==> config.mk <==
export PLATFORM = sky130hd
export DESIGN_NAME = snake_crash_monitor
export DESIGN_NICKNAME = d
export VERILOG_FILES = /design/src/rtl/snake_crash_monitor.sv
export SDC_FILE = /design/constraint.sdc
export NUM_CORES = 1
export LEC_CHECK = 0
export ABC_AREA = 1
export CAP_MARGIN = 25
export CORE_UTILIZATION = 59
export DETAILED_ROUTE_END_ITERATION = 6
export GPL_ROUTABILITY_DRIVEN = 0
export PLACE_DENSITY_LB_ADDON = 0.08
export SYNTH_ARGS = -nofsm -noshare
export SYNTH_HDL_FRONTEND = slang
export SYNTH_SLANG_ARGS = --single-unit
==> constraint.sdc <==
create_clock -name clk -period 3 [get_ports clk]
set_input_delay 0.45 -clock clk [delete_from_list [all_inputs] [get_ports clk]]
set_output_delay 0.45 -clock clk [all_outputs]
set_load 0.01 [all_outputs]
==> src/rtl/snake_crash_monitor.sv <==
// rtl/snake_crash_monitor.sv - per-frame head overlap counter with multi-frame crash confirmation
module snake_crash_monitor #(
  parameter int H_LAST         = 639,
  parameter int V_LAST         = 479,
  parameter int HIT_MIN        = 4,
  parameter int CONFIRM_FRAMES = 2,
  parameter int CNT_W          = 12
) (
  input  logic             clk,
  input  logic             reset,
  input  logic             en,
  input  logic             restart,
  input  logic             pixel_tick,
  input  logic             video_on,
  input  logic [9:0]       pixel_x,
  input  logic [9:0]       pixel_y,
  input  logic             obstacle_region,
  input  logic             head_region,
  input  logic             body_region,
  output logic             crashed,
  output logic [1:0]       crash_cause,
  output logic             frame_done,
  output logic [CNT_W-1:0] obs_hits
);

  typedef enum logic [2:0] {
    S_IDLE,
    S_WAIT_SOF,
    S_SCAN,
    S_EVAL,
    S_CRASHED
  } state_t;

  state_t           state_q, state_d;
  logic [CNT_W-1:0] obs_cnt_q, obs_cnt_d;
  logic [CNT_W-1:0] body_cnt_q, body_cnt_d;
  logic [3:0]       consec_q, consec_d;
  logic [1:0]       pend_q, pend_d;
  logic             crashed_q, crashed_d;
  logic [1:0]       crash_cause_q, crash_cause_d;
  logic             frame_done_q, frame_done_d;
  logic [CNT_W-1:0] obs_hits_q, obs_hits_d;

  logic             first_px, last_px;
  logic             obs_inc, body_inc;
  logic [CNT_W-1:0] obs_cnt_inc, body_cnt_inc;
  logic             obs_hit, body_hit, any_hit;
  logic [3:0]       consec_next;
  logic [1:0]       pend_next;

  assign first_px     = (pixel_x == 10'd0) && (pixel_y == 10'd0);
  assign last_px      = (pixel_x == 10'(H_LAST)) && (pixel_y == 10'(V_LAST));
  assign obs_inc      = pixel_tick && video_on && head_region && obstacle_region;
  assign body_inc     = pixel_tick && video_on && head_region && body_region;
  // Counters stick at all-ones so a huge overlap can never wrap below HIT_MIN.
  assign obs_cnt_inc  = (obs_cnt_q  == '1) ? obs_cnt_q  : obs_cnt_q  + 1'b1;
  assign body_cnt_inc = (body_cnt_q == '1) ? body_cnt_q : body_cnt_q + 1'b1;
  assign obs_hit      = obs_cnt_q  >= CNT_W'(HIT_MIN);
  assign body_hit     = body_cnt_q >= CNT_W'(HIT_MIN);
  assign any_hit      = obs_hit || body_hit;
  assign consec_next  = !any_hit ? 4'd0 :
                        (consec_q >= 4'(CONFIRM_FRAMES)) ? 4'(CONFIRM_FRAMES) : consec_q + 4'd1;
  assign pend_next    = any_hit ? (pend_q | {body_hit, obs_hit}) : 2'b00;

  // Next-state and next-output logic; en=0 beats restart, restart beats frame evaluation.
  always_comb begin
    state_d       = state_q;
    obs_cnt_d     = obs_cnt_q;
    body_cnt_d    = body_cnt_q;
    consec_d      = consec_q;
    pend_d        = pend_q;
    crashed_d     = crashed_q;
    crash_cause_d = crash_cause_q;
    frame_done_d  = 1'b0;
    obs_hits_d    = obs_hits_q;

    if (!en) begin
      state_d    = S_IDLE;
      obs_cnt_d  = '0;
      body_cnt_d = '0;
      consec_d   = 4'd0;
      pend_d     = 2'b00;
      if (restart) begin
        crashed_d     = 1'b0;
        crash_cause_d = 2'b00;
      end
    end else if (restart) begin
      state_d       = S_WAIT_SOF;
      obs_cnt_d     = '0;
      body_cnt_d    = '0;
      consec_d      = 4'd0;
      pend_d        = 2'b00;
      crashed_d     = 1'b0;
      crash_cause_d = 2'b00;
    end else begin
      case (state_q)
        S_IDLE: state_d = S_WAIT_SOF;
        S_WAIT_SOF: begin
          if (pixel_tick && first_px) begin
            state_d = S_SCAN;
            if (obs_inc)  obs_cnt_d  = obs_cnt_inc;
            if (body_inc) body_cnt_d = body_cnt_inc;
          end
        end
        S_SCAN: begin
          if (obs_inc)  obs_cnt_d  = obs_cnt_inc;
          if (body_inc) body_cnt_d = body_cnt_inc;
          if (pixel_tick && last_px) state_d = S_EVAL;
        end
        S_EVAL: begin
          consec_d     = consec_next;
          pend_d       = pend_next;
          obs_hits_d   = obs_cnt_q;
          obs_cnt_d    = '0;
          body_cnt_d   = '0;
          frame_done_d = 1'b1;
          if (consec_next == 4'(CONFIRM_FRAMES)) begin
            crashed_d     = 1'b1;
            crash_cause_d = pend_next;
            state_d       = S_CRASHED;
          end else begin
            state_d = S_SCAN;
          end
        end
        S_CRASHED: state_d = S_CRASHED;
        default:   state_d = S_IDLE;
      endcase
    end
  end

  // State and registered outputs.
  always_ff @(posedge clk or posedge reset) begin
    if (reset) begin
      state_q       <= S_IDLE;
      obs_cnt_q     <= '0;
      body_cnt_q    <= '0;
      consec_q      <= 4'd0;
      pend_q        <= 2'b00;
      crashed_q     <= 1'b0;
      crash_cause_q <= 2'b00;
      frame_done_q  <= 1'b0;
      obs_hits_q    <= '0;
    end else begin
      state_q       <= state_d;
      obs_cnt_q     <= obs_cnt_d;
      body_cnt_q    <= body_cnt_d;
      consec_q      <= consec_d;
      pend_q        <= pend_d;
      crashed_q     <= crashed_d;
      crash_cause_q <= crash_cause_d;
      frame_done_q  <= frame_done_d;
      obs_hits_q    <= obs_hits_d;
    end
  end

  assign crashed     = crashed_q;
  assign crash_cause = crash_cause_q;
  assign frame_done  = frame_done_q;
  assign obs_hits    = obs_hits_q;

endmodule

==> impl_metrics.ini <==
[global_route]
grt_pass1_vias = 2936
track_usage_pct = 29.0
antenna_found_initial = 0
grt_pass1_wl_um = 12500
grt_max_degree = 34
overflow = 0

[timing]
setup-tns-final_ns = 0
period_share_pct = 67.6
clock_skew_ns = 0.00961
finalSetupViolCount = 0
worst_slack_ns = 0.972
worst_slew_pin_slew_ns = 0.582
rsz0062_at_grt = no
max_slew_margin_pct = 61.1
slew_viol_final = 0
layout_min_cycle_time_ns = 2.03
finalHoldViolations = 0
fmax_mhz = 493

[logic_synthesis]
syn-cell-area_sq_um = 3060
syn_inst = 442
synthTopCellsByCount = nand2_1, nand3_1, nor2_1
synth_simple_gate_area_share_pct = 41.4
synth_edf_count = 0
syn_area_per_cell_sq_um = 6.93
ys.flop_type = dfrtp_1
synth_largest_area_cell = dfrtp_1
synth_fa_ha_area_share_pct = 2.45
synth_seq_cells = 49
async_flop_share_pct = 100
synth_top_area_share_pct = 40.0
yosysSeqAreaShare_pct = 40.0
synthXorXnorAreaFrac_pct = 0.858
synth_warnings = 0
synth.mux.area_fraction_pct = 0
synthTopCellsByArea = dfrtp_1, nand2_1, nand3_1
synthesis.nets = 477
yosysMostFrequentCell = nand2_1
synth.distinct_cells = 30
synth_top_family_by_area = simple AND/OR/NAND/NOR gates
synth_compound_area_share_pct = 6.94

[setup_path]
reg2reg_depth = 10
slowest_delay_ns = 0.49
cp-start-kind = input pin
r2r-start = obs_cnt_q[0]
critPathKind = input pin to flip-flop
path_cells = clkdlybuf4s50_1, inv_2, nand2_2, inv_1, o21ai_0, nand3_2, inv_1, nand2_1, nand2_1
r2r_end = obs_cnt_q[11]
r2r_setup_slack_ns = 0.98
cp-end-kind = flip-flop
cp.arrival_ns = 2.28
critPathMaxFanout = 22
cpMaxStageDelayCell = clkdlybuf4s50_1
critPathRequiredTime_ns = 3.25

[cts]
clk_path_buf_depth = 2
cts_hold_buf = 0
clockRootBuffer = clkbuf_8
post_cts_resized = 0
cts.clk_slew.worst_paths_ns = 0.09
numCtsBuffers = 5
cts_setup_buffers = 0
cts.htree.levels = 2
clk_latency_ns = 0.30
clock-sinks = 49
cts_tree = built

[routing]
dr.pass1.iters = 5
routed_wl_um = 7210
wl_per_cell_um = 13.1
vias = 3041
initialDrtViolationCount = 217
vias_per_cell = 5.51
ant_nets = 0
drc = 0

[place]
io_buffers = 44
placed_area_sq_um = 3540
place_ws_ns = 0.702
dpl.hpwl_um = 5400

[pwr]
peakVddDrop_v = 0.000196
leakage_nw = 1.63
p_per_area_nw_per_um2 = 357

[floorplan]
core_sq_um = 4850
dieArea_sq_um = 5480
die_h_um = 74.1
core.rowCount = 25
fp.dieW_um = 74.1
io_pins = 45
start_util_pct = 63.2

[flow_run]
maxCapViolCount = 0

[worst_hold_path]
hold_path.class = input pin to async pin

[finish]
drive_gt1_share_pct = 5.15
area_growth_pct = 18.4
nNetsFinal = 519
final_area_sq_um = 3630
regArea_sq_um = 1230
diodes = 0
fillCellCount = 400
multi_input_area_sq_um = 1580

[status]
outcome = finished, final reports clean
==> cell type report <==
class	instances	area share (%)
timing repair buffer	48	13.0
tap	67	2.31
sequential	49	33.8
clock inverter	2	0.414
inverter	47	4.87
clock buffer	6	2.00
multi-input combinational	333	43.6
==> where the power goes <==
| part | internal, mW | switching, mW | total, mW |
|---|---|---|---|
| Clock | 0.165 | 0.220 | 0.385 |
| Combinational | 0.0904 | 0.114 | 0.205 |
| Sequential | 0.684 | 0.0199 | 0.704 |
==> through the flow <==
step                std cells  power (mW)  hold slack (ns)  utilization, %
floorplan                 442       0.823            0.464               -
global placement          544       0.915            0.453            73.0
detailed placement        544       0.923            0.461            73.0
CTS                       552        1.31            0.436            74.8
global route              552        1.36            0.458            74.8
finish                    552        1.29            0.425            74.8
==> sequential cells by signal (all words and copies together), names as in the netlist <==
name,count
body_cnt_q,12
consec_q,4
crash_cause,2
crashed,1
frame_done,1
obs_cnt_q,12
obs_hits,12
pend_q,2
state_q,3
==> placed cells by master, fill, tap and decap left out, drive strengths merged, types with 17 or more instances in the layout <==
cell and count:
dfrtp 49, o21ai 31, clkdlybuf4s50 44, nand3 61, nor2 62, nand2 119, nor3 17, inv 47
nand4 18
==> layer usage <==
layer  up-vias  GRT usage, %  wire (um)
met5         -             0          0
met4         0          10.5        114
met3        12          4.88        328
met2        98          51.0       3610
met1      1409          35.7       3160
li1       1522             -          -
==> worst max-delay path by stage <==
| stage | startpoint | endpoint | cells past startpoint |
|---|---|---|---|
| 6_report | restart | obs_cnt_q[11] | 9 |
| 5_1_grt | obs_cnt_q[0] | obs_cnt_q[11] | 10 |
| 4_1_cts | restart | obs_cnt_q[11] | 9 |
| 3_5_place_dp | restart | obs_cnt_q[11] | 9 |
| 3_3_place_gp | restart | body_cnt_q[9] | 8 |
| 2_1_floorplan | reset | body_cnt_q[0] | 1 |
==> worst max-delay path, delay by kind of cell <==
| kind | cells | cell delay [ns] |
|---|---|---|
| simple gates | 4 | 0.71 |
| compound gates | 1 | 0.18 |
| buf+inv | 4 | 0.92 |
==> cell families after synthesis <==
group / after synthesis
xor gates and xnor gates: 3
adders and majority gates: 6
and+or+nand+nor: 285
AOI/OAI and AO/OA: 39
DFF: 49
buffers and inverters: 60
No activity file was read; power rests on OpenSTA's default activity.
